==> src/rtl/arp_rx.sv <==
// arp_rx: parses the GMII receive stream and reports ARP request/reply frames addressed to this board.
// Define ARP_RX_CRC_EN to hold the commit until the frame FCS has been verified.
module arp_rx #(
   parameter logic [47:0] BOARD_MAC = 48'h00_11_22_33_44_55,
   parameter logic [31:0] BOARD_IP  = 32'hC0_A8_01_0A
) (
   input  logic        clk,
   input  logic        rst_n,
   input  logic        gmii_rx_dv,
   input  logic [7:0]  gmii_rxd,
   output logic        arp_rx_done,
   output logic        arp_rx_op,
   output logic [47:0] src_mac,
   output logic [31:0] src_ip
);
   typedef enum logic [2:0] {IDLE, PREAMBLE, ETH_HEAD, ARP_DATA, RX_END} state_t;

   state_t      state_reg, state_next;
   logic [4:0]  cnt_reg, cnt_next;
   logic        dv_d_reg;
   logic        mac_ok_reg, mac_ok_next;
   logic        bc_ok_reg, bc_ok_next;
   logic        op_cap_reg, op_cap_next;
   logic [47:0] sha_cap_reg, sha_cap_next;
   logic [31:0] spa_cap_reg, spa_cap_next;
   logic        commit;
   logic        done_reg, op_reg;
   logic [47:0] mac_reg;
   logic [31:0] ip_reg;
   logic [7:0]  mac_byte, ip_byte;
   logic        mac_hit, bc_hit;

`ifdef ARP_RX_CRC_EN
   localparam logic [31:0] CRC_RESIDUE = 32'hDEBB20E3;
   logic [31:0] crc_reg, crc_next;
   logic        tpa_ok_reg, tpa_ok_next;

   function automatic logic [31:0] crc_byte(input logic [31:0] crc, input logic [7:0] data);
      logic [31:0] c;
      c = crc ^ {24'd0, data};
      for (int i = 0; i < 8; i++)
         c = c[0] ? ((c >> 1) ^ 32'hEDB88320) : (c >> 1);
      return c;
   endfunction
`endif

   // Expected byte of the local MAC (dest bytes 0-5) and IP (TPA bytes 0-3), MSB first.
   assign mac_byte = 8'(BOARD_MAC >> {(3'd5 - cnt_reg[2:0]), 3'b000});
   assign ip_byte  = 8'(BOARD_IP >> {(2'd3 - cnt_reg[1:0]), 3'b000});
   assign mac_hit  = mac_ok_reg && (gmii_rxd == mac_byte);
   assign bc_hit   = bc_ok_reg && (gmii_rxd == 8'hFF);

   always_ff @(posedge clk or negedge rst_n) begin
      if (!rst_n) begin
         state_reg   <= IDLE;
         cnt_reg     <= '0;
         dv_d_reg    <= 1'b1;
         mac_ok_reg  <= 1'b0;
         bc_ok_reg   <= 1'b0;
         op_cap_reg  <= 1'b0;
         sha_cap_reg <= '0;
         spa_cap_reg <= '0;
         done_reg    <= 1'b0;
         op_reg      <= 1'b0;
         mac_reg     <= '0;
         ip_reg      <= '0;
`ifdef ARP_RX_CRC_EN
         crc_reg     <= '1;
         tpa_ok_reg  <= 1'b0;
`endif
      end else begin
         state_reg   <= state_next;
         cnt_reg     <= cnt_next;
         dv_d_reg    <= gmii_rx_dv;
         mac_ok_reg  <= mac_ok_next;
         bc_ok_reg   <= bc_ok_next;
         op_cap_reg  <= op_cap_next;
         sha_cap_reg <= sha_cap_next;
         spa_cap_reg <= spa_cap_next;
         done_reg    <= commit;
         if (commit) begin
            op_reg  <= op_cap_reg;
            mac_reg <= sha_cap_reg;
            ip_reg  <= spa_cap_reg;
         end
`ifdef ARP_RX_CRC_EN
         crc_reg     <= crc_next;
         tpa_ok_reg  <= tpa_ok_next;
`endif
      end
   end

   always_comb begin
      state_next   = state_reg;
      cnt_next     = cnt_reg;
      mac_ok_next  = mac_ok_reg;
      bc_ok_next   = bc_ok_reg;
      op_cap_next  = op_cap_reg;
      sha_cap_next = sha_cap_reg;
      spa_cap_next = spa_cap_reg;
      commit       = 1'b0;
`ifdef ARP_RX_CRC_EN
      crc_next     = crc_reg;
      tpa_ok_next  = tpa_ok_reg;
`endif
      if (state_reg != IDLE && !gmii_rx_dv) begin
         // End of frame (or truncation): only a fully checked frame may commit here.
         state_next = IDLE;
`ifdef ARP_RX_CRC_EN
         commit      = (state_reg == RX_END) && tpa_ok_reg && (crc_reg == CRC_RESIDUE);
         tpa_ok_next = 1'b0;
`endif
      end else begin
`ifdef ARP_RX_CRC_EN
         if (gmii_rx_dv && (state_reg inside {ETH_HEAD, ARP_DATA, RX_END}))
            crc_next = crc_byte(crc_reg, gmii_rxd);
`endif
         case (state_reg)
            IDLE: begin
               if (gmii_rx_dv && !dv_d_reg && gmii_rxd == 8'h55) begin
                  state_next = PREAMBLE;
                  cnt_next   = 5'd1;
               end
            end
            PREAMBLE: begin
               if (gmii_rxd == 8'h55 && cnt_reg < 5'd7) begin
                  cnt_next = cnt_reg + 5'd1;
               end else if (gmii_rxd == 8'hD5 && cnt_reg == 5'd7) begin
                  state_next  = ETH_HEAD;
                  cnt_next    = 5'd0;
                  mac_ok_next = 1'b1;
                  bc_ok_next  = 1'b1;
`ifdef ARP_RX_CRC_EN
                  crc_next    = '1;
                  tpa_ok_next = 1'b0;
`endif
               end else begin
                  state_next = RX_END;
               end
            end
            ETH_HEAD: begin
               cnt_next = cnt_reg + 5'd1;
               if (cnt_reg < 5'd6) begin
                  mac_ok_next = mac_hit;
                  bc_ok_next  = bc_hit;
                  if (!mac_hit && !bc_hit) state_next = RX_END;
               end else if (cnt_reg == 5'd12) begin
                  if (gmii_rxd != 8'h08) state_next = RX_END;
               end else if (cnt_reg == 5'd13) begin
                  if (gmii_rxd == 8'h06) begin
                     state_next = ARP_DATA;
                     cnt_next   = 5'd0;
                  end else begin
                     state_next = RX_END;
                  end
               end
            end
            ARP_DATA: begin
               cnt_next = cnt_reg + 5'd1;
               case (cnt_reg) inside
                  5'd0, 5'd3, 5'd6: if (gmii_rxd != 8'h00) state_next = RX_END;
                  5'd1: if (gmii_rxd != 8'h01) state_next = RX_END;
                  5'd2: if (gmii_rxd != 8'h08) state_next = RX_END;
                  5'd4: if (gmii_rxd != 8'h06) state_next = RX_END;
                  5'd5: if (gmii_rxd != 8'h04) state_next = RX_END;
                  5'd7: begin
                     if (gmii_rxd == 8'h01 || gmii_rxd == 8'h02) op_cap_next = (gmii_rxd == 8'h01);
                     else state_next = RX_END;
                  end
                  [5'd8:5'd13]:  sha_cap_next = {sha_cap_reg[39:0], gmii_rxd};
                  [5'd14:5'd17]: spa_cap_next = {spa_cap_reg[23:0], gmii_rxd};
                  [5'd24:5'd27]: begin
                     if (gmii_rxd != ip_byte) begin
                        state_next = RX_END;
                     end else if (cnt_reg == 5'd27) begin
                        state_next = RX_END;
`ifdef ARP_RX_CRC_EN
                        tpa_ok_next = 1'b1;
`else
                        commit = 1'b1;
`endif
                     end
                  end
                  default: ;
               endcase
            end
            RX_END: ;
            default: state_next = IDLE;
         endcase
      end
   end

   assign arp_rx_done = done_reg;
   assign arp_rx_op   = op_reg;
   assign src_mac     = mac_reg;
   assign src_ip      = ip_reg;
endmodule

==> config.mk <==
export PLATFORM = sky130hd
export DESIGN_NAME = arp_rx
export DESIGN_NICKNAME = d
export VERILOG_FILES = /design/src/rtl/arp_rx.sv
export SDC_FILE = /design/constraint.sdc
export NUM_CORES = 1
export LEC_CHECK = 0
export CORE_MARGIN = 2
export CORE_UTILIZATION = 29
export CTS_CLUSTER_SIZE = 10
export DETAILED_ROUTE_END_ITERATION = 12
export PLACE_DENSITY = 0.55
export SYNTH_ARGS = -nofsm -noshare
export SYNTH_HDL_FRONTEND = slang
export SYNTH_SLANG_ARGS = --single-unit
==> constraint.sdc <==
create_clock -name clk -period 5.7 [get_ports clk]
set_input_delay 1.14 -clock clk [delete_from_list [all_inputs] [get_ports clk]]
set_output_delay 1.14 -clock clk [all_outputs]
set_load 0.005 [all_outputs]
# Word-level counts from Yosys, hierarchy flattened
# Index checks and enable logic that the tools add are counted.
# word_totals
regBits	174
inputBits	11
out_inout_bits	82
wordCells	161
# classes
n_addsub	3
n_lt_le_gt_ge	8
n_eq_ne	45
shift	2
n_mux	54
n_bitwise	8
reduce_logical	29
# op_table
cell	count
$mux W3	26
$shr A37 B6 Y8 const A	1
$ne A9 B9 Y1 const B	4
$mux W5	7
$shr A32 B5 Y8 const A	1
$eq A5 B3 Y1 const B	4
$pmux W5 S4	1
$reduce_and A9 Y1	2
$mux W1	17
$eq A8 B8 Y1 const B	2
$ne A8 B3 Y1 const B	2
$pmux W3 S5	1
$reduce_and A14 Y1	1
$logic_and A1 B1 Y1	11
$eq A5 B2 Y1 const B	2
$eq A5 B4 Y1 const B	2
$ge A5 B4 Y1 const B	2
$le A5 B5 Y1 const B	2
$lt A5 B3 Y1 const B	2
$ne A10 B10 Y1 const B	1
$ne A2 B2 Y1 const B	5
$ne A5 B5 Y1 const B	2
$reduce_and A10 Y1	1
$ne A3 B3 Y1 const B	3
other kinds (34)	47

# Depth between registers and ports, before layout
# Gate-level depths: netlist (run 1).
# logic_depth
ltp_word	15
depth_mapped	11
ltp_nobuf	8

# Worst setup path before layout (run 1)
# No wires, ideal clock.
# synth_path
kind	in2reg
from	in gmii_rxd[6]
to	reg cnt_reg[4]
setup_ns	0.122
arrival_ns	2.914
t_required_ns	5.578
path_slack_ns	2.665
stages	7
n_path_buf	1
path_cell_list	buf_4 > or4_4 > or4_4 > o31ai_4 > nand2_2 > a21o_1 > a32o_1
# synth_via
elab_chain_cells	6
word_cells_on_any_way	15
cone_classes	5 x eq/ne; 6 x mux; 4 x reduce/logical
# synth_lines
element	line	source
from (decl)	10	input logic [7:0] gmii_rxd,
$eq A8 B3 Y1	150	if (gmii_rxd == 8'h06) begin
$mux W5	150	
$mux W5	149	end else if (cnt_reg == 5'd13) begin
$mux W5	147	end else if (cnt_reg == 5'd12) begin
$mux W5	143	if (cnt_reg < 5'd6) begin
$pmux W5 S4	118	case (state_reg)
to (signal assigned)	73	cnt_reg <= cnt_next;
to (decl)	19	logic [4:0] cnt_reg, cnt_next;
# Parallel ways exist; a longest one is shown, timed or not.
# A chain may end at the register's enable or synchronous reset.

# Worst setup path after layout (run 1)
# layout_path
from	in gmii_rxd[2]
to	reg state_reg[1]
# layout_via
elab_chain_cells	13
word_cells_on_any_way	51
cone_classes	21 x eq/ne; 19 x mux; 11 x reduce/logical
# layout_lines
element	line	source
$ne A8 B8 Y1	173	if (gmii_rxd != ip_byte) begin
$mux W3	173	
$mux W3 (9 in a row)	160	case (cnt_reg) inside
$pmux W3 S5	118	
$mux W3	106	if (state_reg != IDLE && !gmii_rx_dv) begin
to (signal assigned)	72	state_reg <= state_next;
to (decl)	18	state_t state_reg, state_next;
# Parallel ways exist; a longest one is shown, timed or not. The select of a mux whose other input is x is not followed.

==> results_dict.tcl, run 1 <==
set metrics [dict create \
    hpwl_mm 10.9 \
    power_mw 2.54 \
    ioPinCount 93 \
    post_cts_buffers 0 \
    pre_cts_ws_ns 1.78 \
    drive_above_1_share 0.326 \
    avgSynthCellArea_um2 13.9 \
    cts.clk_slew.worst_paths_ns 0.07 \
    relSlewSlack 0.397 \
    grt_setup_unrepaired "no" \
    wirelength_mm 16.2 \
    core_mm2 0.0260 \
    p_leak_nw 4.46 \
    layout_common_cells "dfrtp_1 (173), mux2_2 (153), clkdlybuf4s50_1 (91), nand2_1 (20), nor2_1 (19)" \
    path_delay_family "compound AO/OA/AOI/OAI gates" \
    cp_slowest_cell "clkdlybuf4s50_1" \
    ys_async_sr_fraction 1.00 \
    synth_warnings 0 \
    fp.dieArea_mm2 0.0277 \
    peakVddDrop_v 0.000188 \
    gp_congestion 0.879 \
    fin_setup_tns_ns 0 \
    yosysSeqAreaShare 0.570 \
    grt_overflow 0 \
    synth_ff_type "dfrtp_1" \
    postSynthRegisterBits 174 \
    clock_skew_ns 0.0129 \
    grt_pass1_vias 4924 \
    fin_cells 982 \
    p_sw_frac 0.237 \
    netlist.area_leader.share 0.567 \
    layout.nets 656 \
    routed-via-count 4672 \
    ctsHoldBuffers 0 \
    criticalPathCategory "primary input to register" \
    max_cap_viol_count 0 \
    final_common_cell "dfrtp_1" \
    clock_sinks 174 \
    cp-start-kind "primary input" \
    drc 0 \
    power_density_mw_per_mm2 270 \
    wl_per_cell_um 16.5 \
    fin_ws_ns 2.13 \
    synth.area.top_cells "dfrtp_1 (57%), mux2_2 (23%), ha_1 (1.8%), buf_6 (1.6%), nand2_1 (0.98%)" \
    htreeDepth 4 \
    rows 59 \
    grt_usage 0.120 \
    status "complete, no violations" \
    area_delta_synth_final_pct 23.4 \
    fin_crit_sh 0.626 \
    synth.largest_area_cell "dfrtp_1" \
    critPathRequiredTime_ns 5.94 \
    clk_latency_ns 0.42 \
    synth.distinct_cells 65 \
    critPathArrivalTime_ns 3.81 \
    cp_cell_sequence "clkdlybuf4s50_1 > or3_1 > a2111oi_0 > o211ai_1 > o21ai_0 > or2_2 > o311ai_0" \
    pwr-share-seq 0.488 \
    max_freq_ghz 0.280 \
    grt_antenna_before_repair 0 \
    hold_viol 0 \
    pwr-share-comb 0.030 \
    critical-path-max-stage-delay_ns 0.63 \
    setup_viol 0 \
    die_height_um 166 \
    synth-edff-count 0 \
    nFillCells 2489 \
    cts_buffers 17 \
    portBuffers 92 \
    crit_fanout 9 \
    hold_class "register to register" \
    n_antenna_cell 0 \
    grt_max_degree 95 \
    die_w_um 166 \
    worstMarginPinSlew_ns 0.903 \
    drt-pass1-iter-count 4 \
    p_int_mw 1.94 \
    post-place-cells 950 \
    syn_nets 571 \
    root_buffer "clkbuf_16" \
    min_period_ns 3.57 \
    netlist_area_mm2 0.00764 \
    whs_ns 0.490 \
    floorplan.initialDensity 0.294 \
    power.switching_uw 603 \
    synth_cells 549 \
    worst-path-buf-inv 1 \
    via_per_inst 4.76 \
    final_max_slew_viol_count 0 \
    grt_first_pass_wirelength_mm 26.8 \
    end_kind "register" \
    cts_resized 0 \
    regArea_mm2 0.00436 \
    clockBufferDepth 2 \
    clkPwrFrac 0.482 \
    cts_tree "done" \
    drt-initial-drc-count 302 \
    ant_nets 0 \
    multi_input_area_mm2 0.00302 \
]
-- synthesized netlist by cell type (3+ instances only) --
cell and count:
mux2i_1 3, nand4_1 5, clkbuf_8 3, or3b_2 4, a21o_1 5, buf_6 11, buf_1 3, clkbuf_1 3
nand2b_1 3, buf_4 3, buf_2 6, dfrtp_1 173, nand3_1 7, mux2_1 6, or2_2 6, xnor2_1 3
mux2_2 153, a31oi_1 4, o211ai_1 4, nand2_1 20, or4_1 3, nor2_1 19, nor2b_1 3, nor3_1 9
nand4b_1 4, nor4_1 4, ha_1 11, a21oi_1 7, xor2_1 4, inv_1 7, o21ai_0 8
-- worst register-to-register path: cells and delay by family (launching register included) --
kind / cells / cell delay (ns)
mux: 1 / 0.57
flops: 1 / 0.65
fa+ha+maj: 1 / 0.37
buf+inv: 1 / 0.21
compound gates: 1 / 0.24
simple gates: 3 / 1.23
-- through the flow --
stage          utilization  area, um2
2_1_floorplan            -       7640
3_3_place_gp         0.338       8780
3_5_place_dp         0.338       8780
4_1_cts              0.363       9430
5_1_grt              0.363       9430
6_report             0.363       9430
-- metal layers --
layer | track usage | part of all wire | up-vias | routed length [um]
met5 | 0 | 0 | - | 0
met4 | 0.0502 | 0.020 | 0 | 322
met3 | 0.0255 | 0.039 | 22 | 629
met2 | 0.199 | 0.49 | 126 | 7910
met1 | 0.153 | 0.45 | 2367 | 7350
li1 | - | - | 2157 | -
-- cell type report --
class                      instances  area share
tap                              335      0.0445
clock buffer                      17      0.0451
clock inverter                    15      0.0230
multi-input combinational        338       0.320
inverter                           7     0.00279
timing repair buffer              96       0.102
sequential                       174       0.462
-- power by group through the flow --
stage	combinational [mW]	sequential (mW)	clock, mW
finish	0.0768	1.24	1.22
global route	0.0879	1.24	1.32
CTS	0.0793	1.24	1.27
detailed placement	0.0788	1.26	0
global placement	0.0770	1.26	0
floorplan	0.0382	1.26	0
-- kinds of logic (layout without fill, tap and decap cells) --
group                    after synthesis  count (layout)  share of synthesized area
multiplexers                         162             162                      0.238
flip-flops                           174             174                      0.570
adder cells (fa/ha/maj)               11              11                     0.0180
AO/OA/AOI/OAI                         48              48                     0.0449
buffers and inverters                 37             135                     0.0355
XOR/XNOR                               7               7                    0.00802
AND/OR/NAND/NOR                      110             110                     0.0853
-- worst paths after layout --
kind | start | end | slack [ns] | depth (start not counted)
worst min-delay path | src_ip[12]$_DFFE_PN0P_ | src_ip[12]$_DFFE_PN0P_ | 0.49 | 1
max in group asynchronous | rst_n | src_mac[25]$_DFFE_PN0P_ | 3.76 | 2
worst max register to register | cnt_reg[0]$_DFFE_PN0P_ | spa_cap_reg[16]$_DFFE_PN0P_ | 2.31 | 7
worst min register to register | src_ip[12]$_DFFE_PN0P_ | src_ip[12]$_DFFE_PN0P_ | 0.49 | 1
worst max-delay path | gmii_rxd[2] | state_reg[1]$_DFFE_PN0P_ | 2.13 | 7
min in group asynchronous | rst_n | spa_cap_reg[21]$_DFFE_PN0P_ | 0.81 | 1
Note: power is estimated with default switching activity, not from simulation.
==> run 2: changes to the inputs <==
--- a/config.mk
+++ b/config.mk
@@ -9,7 +9,7 @@
 export CORE_UTILIZATION = 29
 export CTS_CLUSTER_SIZE = 10
 export DETAILED_ROUTE_END_ITERATION = 12
-export PLACE_DENSITY = 0.55
+export PLACE_DENSITY = 0.57
 export SYNTH_ARGS = -nofsm -noshare
 export SYNTH_HDL_FRONTEND = slang
 export SYNTH_SLANG_ARGS = --single-unit
==> constraint.sdc (replaced) <==
create_clock -name clk -period 3.1 [get_ports clk]
set_input_delay 0.62 -clock clk [delete_from_list [all_inputs] [get_ports clk]]
set_output_delay 0.62 -clock clk [all_outputs]
set_load 0.005 [all_outputs]
==> results_dict.tcl, run 2 (same netlist as run 1, synthesis figures left out) <==
set metrics [dict create \
    status "complete, no violations" \
    final_max_slew_viol_count 0 \
    hold_class "primary input to async pin" \
    final_cell_area_mm2 0.00984 \
    rows 59 \
    clock_sinks 174 \
    setup_viol 0 \
    cts_buffers 17 \
    ioPinCount 93 \
    peakVddDrop_v 0.000379 \
    finish.utilization 0.379 \
    reg2reg_depth 8 \
    ff2ff_setup_slack_ns 0.38 \
    post_cts_buffers 0 \
    cp_cell_sequence "buf_4 > ha_1 > or3b_2 > a2111oi_0 > a31o_2 > o21ai_0 > or3b_2 > o21ai_1" \
    cts_resized 0 \
    layout.nets 700 \
    worstMarginPinSlew_ns 0.629 \
    floorplan.initialDensity 0.294 \
    fin_crit_sh 0.878 \
    via_per_inst 4.77 \
    max_freq_ghz 0.368 \
    max_cap_viol_count 0 \
    path_delay_family "compound AO/OA/AOI/OAI gates" \
    power_mw 4.60 \
    wl_per_cell_um 16.6 \
    worstReg2RegStart "cnt_reg[0]$_DFFE_PN0P_" \
    gp_congestion 0.914 \
    grt_first_pass_wirelength_mm 27.9 \
    critPathArrivalTime_ns 3.02 \
    grt_max_degree 64 \
    die_w_um 166 \
    grt_overflow 0 \
    critPathRequiredTime_ns 3.40 \
    whs_ns 0.181 \
    htreeDepth 4 \
    grt_antenna_before_repair 0 \
    ant_nets 0 \
    fp.dieArea_mm2 0.0277 \
    final_common_cell "dfrtp_1" \
    hold_viol 0 \
    critPathCapture "state_reg[2]$_DFFE_PN0P_" \
    hpwl_mm 12.3 \
    cp-start-kind "register" \
    ctsHoldBuffers 0 \
    area_delta_synth_final_pct 28.7 \
    path_common_cell "or3b_2" \
    cts.clk_slew.worst_paths_ns 0.07 \
    n_antenna_cell 0 \
    place_area_mm2 0.00923 \
    drt-pass1-iter-count 4 \
    grt_usage 0.126 \
    layout_common_cells "dfrtp_1 (173), mux2_2 (153), clkdlybuf4s50_1 (91), buf_4 (38), nand2_1 (20)" \
    min_period_ns 2.72 \
    cp_slowest_cell "or3b_2" \
    drc 0 \
    p_leak_nw 4.70 \
    crit_fanout 9 \
    fin_setup_tns_ns 0 \
    r2r-end "state_reg[2]$_DFFE_PN0P_" \
    startpoint "cnt_reg[0]$_DFFE_PN0P_" \
    clockBufferDepth 2 \
    relSlewSlack 0.577 \
    die_height_um 166 \
    drive_above_1_share 0.369 \
    criticalPathCategory "register to register" \
    grt_pass1_vias 5073 \
    cp.depth 8 \
    core_mm2 0.0260 \
    cts_tree "done" \
    routed-via-count 4892 \
    clk_latency_ns 0.43 \
    clock_skew_ns 0.0121 \
    end_kind "register" \
    critical-path-max-stage-delay_ns 0.48 \
    drt-initial-drc-count 262 \
    worst-path-buf-inv 1 \
    portBuffers 92 \
    grt_setup_unrepaired "no" \
    root_buffer "clkbuf_16" \
    power_density_mw_per_mm2 468 \
    wirelength_mm 17.0 \
    nFillCells 2456 \
]
-- run 2: power breakdown --
group | internal, mW | switching [mW]
registers | 2.27 | 0.00747
clock network | 1.18 | 0.973
logic | 0.0635 | 0.108
total | 3.52 | 1.09
-- run 2: layout make-up --
cell class	instances	area, um2	area share
Clock inverter	14	170	0.0173
Inverter	7	26.3	0.00267
Multi-Input combinational cell	338	3020	0.307
Tap cell	335	419	0.0426
Sequential cell	174	4360	0.443
Timing Repair Buffer	140	1410	0.143
Clock buffer	18	439	0.0446
-- run 2: how the worst min path moves through the flow --
stage	startpoint	endpoint	slack (ns)	cells past startpoint
final	rst_n	src_ip[30]$_DFFE_PN0P_	0.18	1
after global routing	rst_n	sha_cap_reg[47]$_DFFE_PN0P_	0.21	1
after CTS	rst_n	src_ip[30]$_DFFE_PN0P_	0.19	1
after detailed placement	src_ip[16]$_DFFE_PN0P_	src_ip[16]$_DFFE_PN0P_	0.47	1
after global placement	src_ip[16]$_DFFE_PN0P_	src_ip[16]$_DFFE_PN0P_	0.47	1
after floorplan	rst_n	arp_rx_done$_DFF_PN0_	0.32	0
-- run 2: per-stage QoR --
step	instances	setup slack, ns
after floorplan	549	0.282
after CTS	1026	0.352
after detailed placement	994	0.0213
after global placement	994	0.0523
after global routing	1026	0.0972
final	1026	0.379
-- run 2: routing by layer --
layer | track usage | part of all wire
met1 | 0.163 | 0.44
met2 | 0.204 | 0.50
met3 | 0.0293 | 0.036
met4 | 0.0495 | 0.022
met5 | 0 | 0
